### config.mk
export PLATFORM = sky130hd
export DESIGN_NAME = vmask_expander_flat
export DESIGN_NICKNAME = d
export VERILOG_FILES = /design/src/rtl/vmask_expander_if.sv /design/src/rtl/vmask_expander.sv /design/src/flat_wrapper.sv
export SDC_FILE = /design/constraint.sdc
export NUM_CORES = 1
export LEC_CHECK = 0
export ABC_AREA = 0
export BUFFER_PORTS_ARGS = -buffer_cell sky130_fd_sc_hd__clkbuf_2
export CORE_MARGIN = 3
export CORE_UTILIZATION = 37
export CTS_CLUSTER_SIZE = 14
export DETAILED_ROUTE_END_ITERATION = 10
export PLACE_DENSITY_LB_ADDON = 0.15
export SYNTH_ARGS = -nofsm -noshare
export SYNTH_HDL_FRONTEND = slang
export SYNTH_SLANG_ARGS = --single-unit
### constraint.sdc
create_clock -name clk -period 8.6 [get_ports clk]
set_clock_uncertainty 0.2 [all_clocks]
set_input_delay 0.86 -clock clk [delete_from_list [all_inputs] [get_ports clk]]
set_output_delay 0.86 -clock clk [all_outputs]
set_load 0.03 [all_outputs]
### src/rtl/vmask_expander_if.sv
// Mask-in / byte-enable-out handshake bundle for vmask_expander.
// The expander uses the master modport; the mask source and byte-enable sink use slave.
interface vmask_expander_if #(
  parameter int DATA_WIDTH = 64,
  parameter int MASK_WIDTH = 64
);
  logic                    mask_valid;
  logic [MASK_WIDTH-1:0]   mask_data;
  logic                    mask_ready;
  logic                    be_valid;
  logic                    be_ready;
  logic [DATA_WIDTH/8-1:0] be_data;
  logic                    be_last;

  modport master (
    input  mask_valid, mask_data, be_ready,
    output mask_ready, be_valid, be_data, be_last
  );

  modport slave (
    output mask_valid, mask_data, be_ready,
    input  mask_ready, be_valid, be_data, be_last
  );
endinterface

### src/rtl/vmask_expander.sv
// Expands a packed element mask into per-byte write enables, one DATA_WIDTH beat per cycle.
// Optional feature: define VMASK_EXPAND_INVERT_EN to add i_mask_invert (invert the fetched mask).
module vmask_expander #(
  parameter int DATA_WIDTH = 64,
  parameter int MASK_WIDTH = 64,
  parameter int VL_WIDTH   = $clog2(MASK_WIDTH) + 1
) (
  input  logic                 clk,
  input  logic                 rst,
  input  logic                 i_start,
  input  logic [VL_WIDTH-1:0]  i_vl,
  input  logic [1:0]           i_sew,
  input  logic                 i_vm,
`ifdef VMASK_EXPAND_INVERT_EN
  input  logic                 i_mask_invert,
`endif
  vmask_expander_if.master     bus,
  output logic                 o_busy
);

  localparam int BE     = DATA_WIDTH / 8;
  localparam int LOG2BE = $clog2(BE);
  localparam int MIDX   = $clog2(MASK_WIDTH);
  localparam int EW     = VL_WIDTH + LOG2BE + 1;

  typedef enum logic [1:0] {IDLE, WAIT_MASK, STREAM} state_t;

  state_t                r_state;
  state_t                w_next_state;
  logic [VL_WIDTH-1:0]   r_vl;
  logic [1:0]            r_sew;
  logic [MASK_WIDTH-1:0] r_mask;
  logic [VL_WIDTH-1:0]   r_beat;
  logic                  r_be_valid;
  logic [BE-1:0]         r_be_data;
  logic                  r_be_last;

  logic                  w_cfg_load;
  logic                  w_mask_load;
  logic                  w_emit;
  logic                  w_clear_out;
  logic [VL_WIDTH-1:0]   w_emit_beat;
  logic [MASK_WIDTH-1:0] w_mask_src;
  logic [VL_WIDTH-1:0]   w_vl_src;
  logic [1:0]            w_sew_src;
  logic [MASK_WIDTH-1:0] w_mask_in;
  logic [BE-1:0]         w_bytes;
  logic                  w_last;

`ifdef VMASK_EXPAND_INVERT_EN
  logic r_invert;
  assign w_mask_in = bus.mask_data ^ {MASK_WIDTH{r_invert}};
`else
  assign w_mask_in = bus.mask_data;
`endif

  // Byte b belongs to element (c*EPC + b/ESIZE); tail elements at or beyond vl give 0.
  function automatic logic [BE-1:0] beatBytes(input logic [MASK_WIDTH-1:0] m,
                                               input logic [VL_WIDTH-1:0]   n_vl,
                                               input logic [1:0]            s,
                                               input logic [VL_WIDTH-1:0]   c);
    logic [EW-1:0] e;
    beatBytes = '0;
    for (int b = 0; b < BE; b++) begin
      e = (EW'(c) << (LOG2BE - int'(s))) + EW'(b >> s);
      beatBytes[b] = (e < EW'(n_vl)) ? m[e[MIDX-1:0]] : 1'b0;
    end
  endfunction

  function automatic logic beatLast(input logic [VL_WIDTH-1:0] n_vl,
                                    input logic [1:0]          s,
                                    input logic [VL_WIDTH-1:0] c);
    beatLast = ((EW'(c) + EW'(1)) << (LOG2BE - int'(s))) >= EW'(n_vl);
  endfunction

  always_comb begin
    w_next_state = r_state;
    w_cfg_load   = 1'b0;
    w_mask_load  = 1'b0;
    w_emit       = 1'b0;
    w_clear_out  = 1'b0;
    w_emit_beat  = '0;
    w_mask_src   = r_mask;
    w_vl_src     = r_vl;
    w_sew_src    = r_sew;
    case (r_state)
      IDLE: begin
        if (i_start && (i_vl != '0)) begin
          w_cfg_load = 1'b1;
          w_vl_src   = i_vl;
          w_sew_src  = i_sew;
          if (i_vm) begin
            w_mask_src   = '1;
            w_mask_load  = 1'b1;
            w_emit       = 1'b1;
            w_next_state = STREAM;
          end else begin
            w_next_state = WAIT_MASK;
          end
        end
      end
      WAIT_MASK: begin
        if (bus.mask_valid) begin
          w_mask_src   = w_mask_in;
          w_mask_load  = 1'b1;
          w_emit       = 1'b1;
          w_next_state = STREAM;
        end
      end
      STREAM: begin
        if (r_be_valid && bus.be_ready) begin
          if (r_be_last) begin
            w_clear_out  = 1'b1;
            w_next_state = IDLE;
          end else begin
            w_emit      = 1'b1;
            w_emit_beat = r_beat + VL_WIDTH'(1);
          end
        end
      end
      default: w_next_state = IDLE;
    endcase
  end

  // The next beat is computed from the mask being latched (or the held one) so outputs stay registered.
  assign w_bytes = beatBytes(w_mask_src, w_vl_src, w_sew_src, w_emit_beat);
  assign w_last  = beatLast(w_vl_src, w_sew_src, w_emit_beat);

  always_ff @(posedge clk or posedge rst) begin
    if (rst) begin
      r_state    <= IDLE;
      r_vl       <= '0;
      r_sew      <= '0;
      r_mask     <= '0;
      r_beat     <= '0;
      r_be_valid <= 1'b0;
      r_be_data  <= '0;
      r_be_last  <= 1'b0;
`ifdef VMASK_EXPAND_INVERT_EN
      r_invert   <= 1'b0;
`endif
    end else begin
      r_state <= w_next_state;
      if (w_cfg_load) begin
        r_vl  <= i_vl;
        r_sew <= i_sew;
`ifdef VMASK_EXPAND_INVERT_EN
        r_invert <= i_mask_invert;
`endif
      end
      if (w_mask_load) begin
        r_mask <= w_mask_src;
      end
      if (w_emit) begin
        r_be_valid <= 1'b1;
        r_be_data  <= w_bytes;
        r_be_last  <= w_last;
        r_beat     <= w_emit_beat;
      end else if (w_clear_out) begin
        r_be_valid <= 1'b0;
        r_be_data  <= '0;
        r_be_last  <= 1'b0;
        r_beat     <= '0;
      end
    end
  end

  assign bus.mask_ready = (r_state == WAIT_MASK);
  assign bus.be_valid   = r_be_valid;
  assign bus.be_data    = r_be_data;
  assign bus.be_last    = r_be_last;
  assign o_busy         = (r_state != IDLE);

endmodule
### src/flat_wrapper.sv
// flat-port wrapper written by rule: the top's interface ports become plain ports
module vmask_expander_flat 
#(
  parameter int DATA_WIDTH = 64,
  parameter int MASK_WIDTH = 64,
  parameter int VL_WIDTH   = $clog2(MASK_WIDTH) + 1
)
  (clk, rst, i_start, i_vl, i_sew, i_vm, o_busy, bus_mask_valid, bus_mask_data, bus_be_ready, bus_mask_ready, bus_be_valid, bus_be_data, bus_be_last);
  vmask_expander_if #(.DATA_WIDTH(DATA_WIDTH), .MASK_WIDTH(MASK_WIDTH)) bus_i ();
  input  logic clk;
  input  logic rst;
  input  logic i_start;
  input  logic [VL_WIDTH-1:0] i_vl;
  input  logic [1:0] i_sew;
  input  logic i_vm;
  output logic o_busy;
  input wire logic [$bits(bus_i.mask_valid)-1:0] bus_mask_valid;
  input wire logic [$bits(bus_i.mask_data)-1:0] bus_mask_data;
  input wire logic [$bits(bus_i.be_ready)-1:0] bus_be_ready;
  output wire logic [$bits(bus_i.mask_ready)-1:0] bus_mask_ready;
  output wire logic [$bits(bus_i.be_valid)-1:0] bus_be_valid;
  output wire logic [$bits(bus_i.be_data)-1:0] bus_be_data;
  output wire logic [$bits(bus_i.be_last)-1:0] bus_be_last;
  assign bus_i.mask_valid = bus_mask_valid;
  assign bus_i.mask_data = bus_mask_data;
  assign bus_i.be_ready = bus_be_ready;
  assign bus_mask_ready = bus_i.mask_ready;
  assign bus_be_valid = bus_i.be_valid;
  assign bus_be_data = bus_i.be_data;
  assign bus_be_last = bus_i.be_last;
  vmask_expander #(.DATA_WIDTH(DATA_WIDTH), .MASK_WIDTH(MASK_WIDTH), .VL_WIDTH(VL_WIDTH)) u_core (.clk(clk), .rst(rst), .i_start(i_start), .i_vl(i_vl), .i_sew(i_sew), .i_vm(i_vm), .bus(bus_i), .o_busy(o_busy));
endmodule
==> run metrics, run 1 <==
register area 2300 um^2; mean instance size in the synthesized netlist 10.0 um^2; aggregate negative setup slack 0 ps; worst hold path startpoint u_core.bus.be_data[2]; hpwl dp 29600 um; average wire per cell in the routed design 25.8 um; clock sinks 92; setup-violating endpoint count in the final report 0; net load switching power 3.17 mW; H-tree Lvls 3; Min Clock Period, post-route 7290 ps; relative max-transition margin 0.278; HP Class reg2reg; remaining global-route overflow 0; r2r setup slk 1400 ps; most used flip-flop cell after synthesis sky130_fd_sc_hd__dfrtp_1; Hold Vio Cnt, Final 0; sequential share of the synthesized area 0.207; Final Net Count 1309; die area 32200 um^2; share of power burned in combinational logic 0.821; Post-DP Area 11900 um^2; FF-to-FF Start u_core.r_state[1]; top cells by instance count after synthesis 176 x sky130_fd_sc_hd__nand2_1, 124 x sky130_fd_sc_hd__mux4_2, 92 x sky130_fd_sc_hd__dfrtp_1; Critical Path RT 8710 ps; vias per std cell 6.34; ant diodes 0; CP max FO 18; Pins Over Slew Limit 0; actual slew at the worst max-slew pin 1080 ps; horizontal die dimension 180 um; library cell used as clock root buffer sky130_fd_sc_hd__clkbuf_16; portion of total power attributed to sequential cells 0.111; antenna violations before repair 0; Clock transition at path regs 80 ps; CP endpoint kind flop; most repeated cell in the gate-level netlist after synthesis sky130_fd_sc_hd__nand2_1; final routed wirelength across all metal layers 39800 um; run status completed; post-cts resize count 0; P_int 3.01 mW; relative contribution of the clock network to total power 0.068; first-pass GRT wire length 61200 um; switching part of the total power 0.513; Filler Cells Inserted 2905; area delta synth->final 9.35%; PortBufs 90; number of buffers created by CTS 9; synthesized netlist net count 1268; Reg2Reg Capture Point u_core.bus.be_data[3]; number of DRC violations after detailed-routing iteration 0 937; first-pass detailed-route iteration total 6; Crit path arrival time 7400 ps; maximum number of pins on one net before global-route repair 68; detailed-route via count 9783; RD Place Congestion 0.968; power per standard cell area 507 nW/um^2; synthesis-stage register bit count 92; hold-critical path endpoint u_core.bus.be_data[2]; cell taking the most area after synthesis sky130_fd_sc_hd__mux4_2; placeable core area 29200 um^2; CP Class in2reg; Top Ports 91; hold-fix buffers at CTS 0; number of global-route vias before repair 9681; highest achievable clock rate 137 MHz; count of buffers added by post-CTS timing repair for setup 0; Post-synth EDFFs 0; count of max-cap constraint violations 0; Critical Path Start Type primary input; count of cells along the worst register-to-register path 20; leakage power 5.26 nW; starting density of the core 0.382; multi-input gate area in the final layout 8390 um^2; cell count of the worst hold path 2; setup repair after global routing missed its margin false; Clock Tree Buf Depth 2; count of cell types in the netlist 81; launch point of the critical path i_vl[3]; Gate Count Post-Synth 1114; row cnt 62; overall power of the completed layout 6.18 mW; final period utilization 0.848; die extent in y 180 um; Yosys warnings 0; antenna-violating nets left 0; CTS tree yes; share of synthesized registers carrying an async set or reset 1.00; insertion delay of the later-clocked pin in the worst-skew pair 370 ps; fraction of synthesized cell area taken by the top area cell type 0.251; Global Route Usage Sum 0.244; layout cells sized above 1 0.253; top area cells in the synthesized netlist sky130_fd_sc_hd__mux4_2 25%, sky130_fd_sc_hd__dfrtp_1 21%, sky130_fd_sc_hd__ha_1 8.2%, sky130_fd_sc_hd__mux2i_1 8.1%, sky130_fd_sc_hd__nand2_1 5.9%; maximum vdd drop 0.182 mV; count of unresolved DRC violations after routing 0; Layout Cell Area excl Fill 12200 um^2; synthesized cell area 11100 um^2
[area by class of cell]
cell class / instances / share of cell area
Timing Repair Buffer: 107 / 0.0474
Clock inverter: 4 / 0.00298
Clock buffer: 12 / 0.0219
Sequential cell: 92 / 0.189
Multi-Input combinational cell: 910 / 0.688
Inverter: 35 / 0.0110
Tap cell: 384 / 0.0394
[metrics by stage]
stage / hold WS (ps) / worst slack (ps) / instances / utilization
floorplan: 259 / 2460 / 1114 / -
global placement: 271 / 1220 / 1528 / 0.408
detailed placement: 275 / 1190 / 1528 / 0.408
CTS: 291 / 1550 / 1544 / 0.418
global route: 320 / 813 / 1544 / 0.418
finish: 292 / 1310 / 1544 / 0.418
[critical path, cell delays in order]
cell and delay, ps:
sky130_fd_sc_hd__clkbuf_2 100, sky130_fd_sc_hd__or4_4 580, sky130_fd_sc_hd__o21ai_1 540, sky130_fd_sc_hd__nand3_1 430, sky130_fd_sc_hd__a21oi_1 850, sky130_fd_sc_hd__inv_2 390, sky130_fd_sc_hd__fa_1 600, sky130_fd_sc_hd__inv_1 150
sky130_fd_sc_hd__o21ai_0 150, sky130_fd_sc_hd__xnor2_2 710, sky130_fd_sc_hd__inv_1 110, sky130_fd_sc_hd__ha_1 320, sky130_fd_sc_hd__a21oi_1 160, sky130_fd_sc_hd__nor2b_1 60, sky130_fd_sc_hd__o21ai_0 150, sky130_fd_sc_hd__nand2_1 90
sky130_fd_sc_hd__a2111oi_0 310, sky130_fd_sc_hd__o311ai_0 250, sky130_fd_sc_hd__nor4_1 320, sky130_fd_sc_hd__o21ai_0 160, sky130_fd_sc_hd__nand3_1 100
[cells by family after synthesis]
logic type / count (synthesis) / synth area share
DFF: 92 / 0.207
other: 1 / 0.000336
adders and majority gates: 75 / 0.0855
xor gates and xnor gates: 42 / 0.0397
muxes: 231 / 0.354
and+or+nand+nor: 378 / 0.159
AOI/OAI and AO/OA: 183 / 0.113
buffers and inverters: 112 / 0.0427
[layer usage]
metal | GRT usage | vias up | wire length [um]
met2 | 0.387 | 501 | 18400
met3 | 0.0402 | 88 | 3070
li1 | - | 4368 | -
met1 | 0.336 | 4826 | 16700
met5 | 0 | - | 0
met4 | 0.0959 | 0 | 1600
[cells in the final DEF (no fill, tap or decap), types with 7 or more instances in the layout]
master and n:
sky130_fd_sc_hd__dfrtp_1 92, sky130_fd_sc_hd__mux4_2 124, sky130_fd_sc_hd__and3_1 10, sky130_fd_sc_hd__a221oi_1 8, sky130_fd_sc_hd__xnor2_1 23, sky130_fd_sc_hd__nand2_1 176, sky130_fd_sc_hd__nor3_1 7, sky130_fd_sc_hd__a22oi_1 9
sky130_fd_sc_hd__nor2b_1 7, sky130_fd_sc_hd__clkbuf_2 90, sky130_fd_sc_hd__ha_1 73, sky130_fd_sc_hd__mux2_2 12, sky130_fd_sc_hd__nand2b_1 11, sky130_fd_sc_hd__inv_1 27, sky130_fd_sc_hd__a21o_1 24, sky130_fd_sc_hd__a21oi_1 38
sky130_fd_sc_hd__xor2_1 12, sky130_fd_sc_hd__nor2_1 32, sky130_fd_sc_hd__o21ai_0 36, sky130_fd_sc_hd__nand3_1 90, sky130_fd_sc_hd__buf_4 17, sky130_fd_sc_hd__a211oi_1 10, sky130_fd_sc_hd__o211ai_1 10, sky130_fd_sc_hd__clkbuf_16 9
sky130_fd_sc_hd__mux2i_1 90, sky130_fd_sc_hd__nand4_1 11
[worst max-delay path by stage]
stage | slack [ps] | endpoint | depth (start not counted)
after floorplan | 2460 | u_core.bus.be_data[6] | 16
after global placement | 1220 | u_core.bus.be_data[3] | 21
final | 1310 | u_core.bus.be_data[3] | 21
after global routing | 810 | u_core.bus.be_data[3] | 21
after detailed placement | 1190 | u_core.bus.be_data[3] | 21
after CTS | 1550 | u_core.bus.be_data[3] | 21
[sequential cells by signal, indices dropped and copies added, names as in the netlist]
register,count
u_core.bus.be_data,8
u_core.bus.be_last,1
u_core.bus.be_valid,1
u_core.r_beat,7
u_core.r_mask,64
u_core.r_sew,2
u_core.r_state,2
u_core.r_vl,7
[power by group through the flow]
stage                     logic, mW  registers [mW]  clock network (mW)
after floorplan                3.61           0.712                   0
after global placement         4.93           0.693                   0
after detailed placement       4.95           0.696                   0
after CTS                      4.98           0.687               0.437
after global routing           5.41           0.706               0.449
final                          5.07           0.687               0.423
(Power assumes the default switching activity.)
==> inputs of run 2 (changes only) <==
==> constraint.sdc (replaced) <==
create_clock -name clk -period 6.02 [get_ports clk]
set_clock_uncertainty 0.2 [all_clocks]
set_input_delay 0.602 -clock clk [delete_from_list [all_inputs] [get_ports clk]]
set_output_delay 0.602 -clock clk [all_outputs]
set_load 0.03 [all_outputs]
==> run 2 against run 1 <==
Compared with the run above: final area rose by 4.8%; non-clock buffer count rose by 77; power rose by 49%; wire length rose by 2.6%; register-to-register slack got worse by 870 ps; sequential power rose by 43%; critical path type is now reg2reg; critical endpoint unchanged.
==> run metrics, run 2 (same netlist as run 1, synthesis figures left out) <==
first-pass detailed-route iteration total 5; Critical Path Start Type flop; CP endpoint kind flop; Critical Path RT 6140 ps; utilization after layout 0.438; Layout Cell Area excl Fill 12800 um^2; H-tree Lvls 3; final routed wirelength across all metal layers 40800 um; Pins Over Slew Limit 0; relative max-transition margin 0.273; actual slew at the worst max-slew pin 1060 ps; maximum vdd drop 0.267 mV; antenna-violating nets left 0; library cell used as clock root buffer sky130_fd_sc_hd__clkbuf_16; placeable core area 29200 um^2; area delta synth->final 14.5%; ant diodes 0; HP Class in2reg; power per standard cell area 720 nW/um^2; average wire per cell in the routed design 25.2 um; flip-flop count of the largest register after layout 64; Hold Vio Cnt, Final 0; launch point of the critical path u_core.r_state[1]; CP max FO 10; Reg2Reg Capture Point u_core.bus.be_data[3]; post-cts resize count 0; Post-DP Area 12500 um^2; Clock Tree Buf Depth 2; insertion delay of the later-clocked pin in the worst-skew pair 380 ps; Worst Slack Setup Final 529 ps; count of cells along the worst register-to-register path 18; remaining global-route overflow 0; horizontal die dimension 180 um; number of DRC violations after detailed-routing iteration 0 1168; capturing instance or port of the critical path u_core.bus.be_data[3]; Top Ports 91; maximum number of pins on one net before global-route repair 71; row cnt 62; die area 32200 um^2; run status completed; Min Clock Period, post-route 5490 ps; count of unresolved DRC violations after routing 0; FF-to-FF Start u_core.r_state[1]; Largest Register u_core.r_mask; most frequent cells in the layout 176 x sky130_fd_sc_hd__nand2_1, 124 x sky130_fd_sc_hd__mux4_2, 92 x sky130_fd_sc_hd__buf_4, 92 x sky130_fd_sc_hd__dfrtp_1; aggregate negative setup slack 0 ps; detailed-route via count 10100; starting density of the core 0.382; first-pass GRT wire length 63000 um; die extent in y 180 um; setup-violating endpoint count in the final report 0; number of buffers created by CTS 9; layout cells sized above 1 0.297; r2r setup slk 530 ps; antenna violations before repair 0; PortBufs 90; highest achievable clock rate 182 MHz; number of global-route vias before repair 9951; setup repair after global routing missed its margin false; CTS tree yes; vias per std cell 6.23; Crit path arrival time 5610 ps; count of max-cap constraint violations 0; Global Route Usage Sum 0.251; CP Class reg2reg; DP Worst Slack 347 ps; final period utilization 0.912; Final Net Count 1386; clock sinks 92; RD Place Congestion 0.976; hpwl dp 31100 um; leakage power 5.61 nW; Clock transition at path regs 80 ps; most common cell after layout, fill and taps aside sky130_fd_sc_hd__nand2_1
-- run 2: changes by cell type in the layout (fill, tap and decap cells not counted) --
cell | before | now
sky130_fd_sc_hd__inv_6 | 2 | 0
sky130_fd_sc_hd__buf_4 | 17 | 92
sky130_fd_sc_hd__buf_12 | 0 | 1
sky130_fd_sc_hd__clkbuf_8 | 3 | 2
sky130_fd_sc_hd__clkinv_2 | 0 | 1
sky130_fd_sc_hd__clkbuf_1 | 0 | 1
sky130_fd_sc_hd__clkinv_4 | 0 | 1
sky130_fd_sc_hd__dlygate4sd3_1 | 0 | 1
sky130_fd_sc_hd__o21ai_1 | 4 | 5
sky130_fd_sc_hd__o21ai_0 | 36 | 35
-- run 2: where the power goes --
| part | leakage (nW) | internal, mW | total (mW) | switching, mW |
|---|---|---|---|---|
| logic | 4.48 | 3.40 | 7.63 | 4.22 |
| clock network | 0.141 | 0.307 | 0.591 | 0.284 |
| registers | 0.993 | 0.875 | 0.981 | 0.106 |
-- run 2: critical path, cell delays in order, from the launching register on --
cell and delay (ps):
sky130_fd_sc_hd__dfrtp_1 490, sky130_fd_sc_hd__o21a_1 240, sky130_fd_sc_hd__a211oi_1 730, sky130_fd_sc_hd__nand3_1 210, sky130_fd_sc_hd__a21oi_1 450, sky130_fd_sc_hd__buf_4 240, sky130_fd_sc_hd__ha_1 180, sky130_fd_sc_hd__o211ai_1 270
sky130_fd_sc_hd__or4_1 540, sky130_fd_sc_hd__nand2_1 100, sky130_fd_sc_hd__ha_1 230, sky130_fd_sc_hd__and4_1 220, sky130_fd_sc_hd__a21oi_1 150, sky130_fd_sc_hd__nand2_1 80, sky130_fd_sc_hd__a2111oi_0 350, sky130_fd_sc_hd__o311ai_0 260
sky130_fd_sc_hd__nor4_1 240, sky130_fd_sc_hd__o21ai_0 140, sky130_fd_sc_hd__nand3_1 100
-- run 2: area by class of cell --
class,instances,area (um^2)
clock inverters,4,32.5
flip-flops and latches,92,2300
well taps,384,480
repair buffers,184,1170
inverters,35,134
clock buffers,12,256
multi-input cells,910,8390
fillers,2861,16400
-- run 2: through the flow --
step / std cells / hold WS [ps] / power [mW]
2_1_floorplan: 1114 / 259 / 6.17
5_1_grt: 1621 / 324 / 9.77
6_report: 1621 / 294 / 9.20
3_3_place_gp: 1604 / 273 / 8.41
4_1_cts: 1621 / 288 / 9.09
3_5_place_dp: 1604 / 286 / 8.45
-- run 2: worst min-delay path by stage --
stage / slack [ps] / from / end / cells past startpoint
floorplan: 260 / u_core.r_beat[6] / u_core.r_beat[6] / 1
global placement: 270 / u_core.bus.be_data[2] / u_core.bus.be_data[2] / 2
detailed placement: 290 / u_core.bus.be_data[7] / u_core.bus.be_data[7] / 2
CTS: 290 / bus_mask_data[6] / u_core.r_mask[6] / 3
global route: 320 / u_core.r_vl[5] / u_core.r_vl[5] / 1
finish: 290 / bus_mask_data[4] / u_core.r_mask[4] / 3
-- run 2: metal layers --
layer,up-vias,global-route usage,share of wire,wire length [um]
li1,4523,-,-,-
met1,4995,0.344,0.42,17000
met2,465,0.401,0.47,19100
met3,108,0.0404,0.072,2940
met4,0,0.0999,0.043,1760
met5,-,0,0,0
-- run 2: timing repair --
item                       CTS  global route
setup endpoints to repair    0             0
setup buffers                0             0
hold endpoints to repair    22             0
hold buffers                 1             0
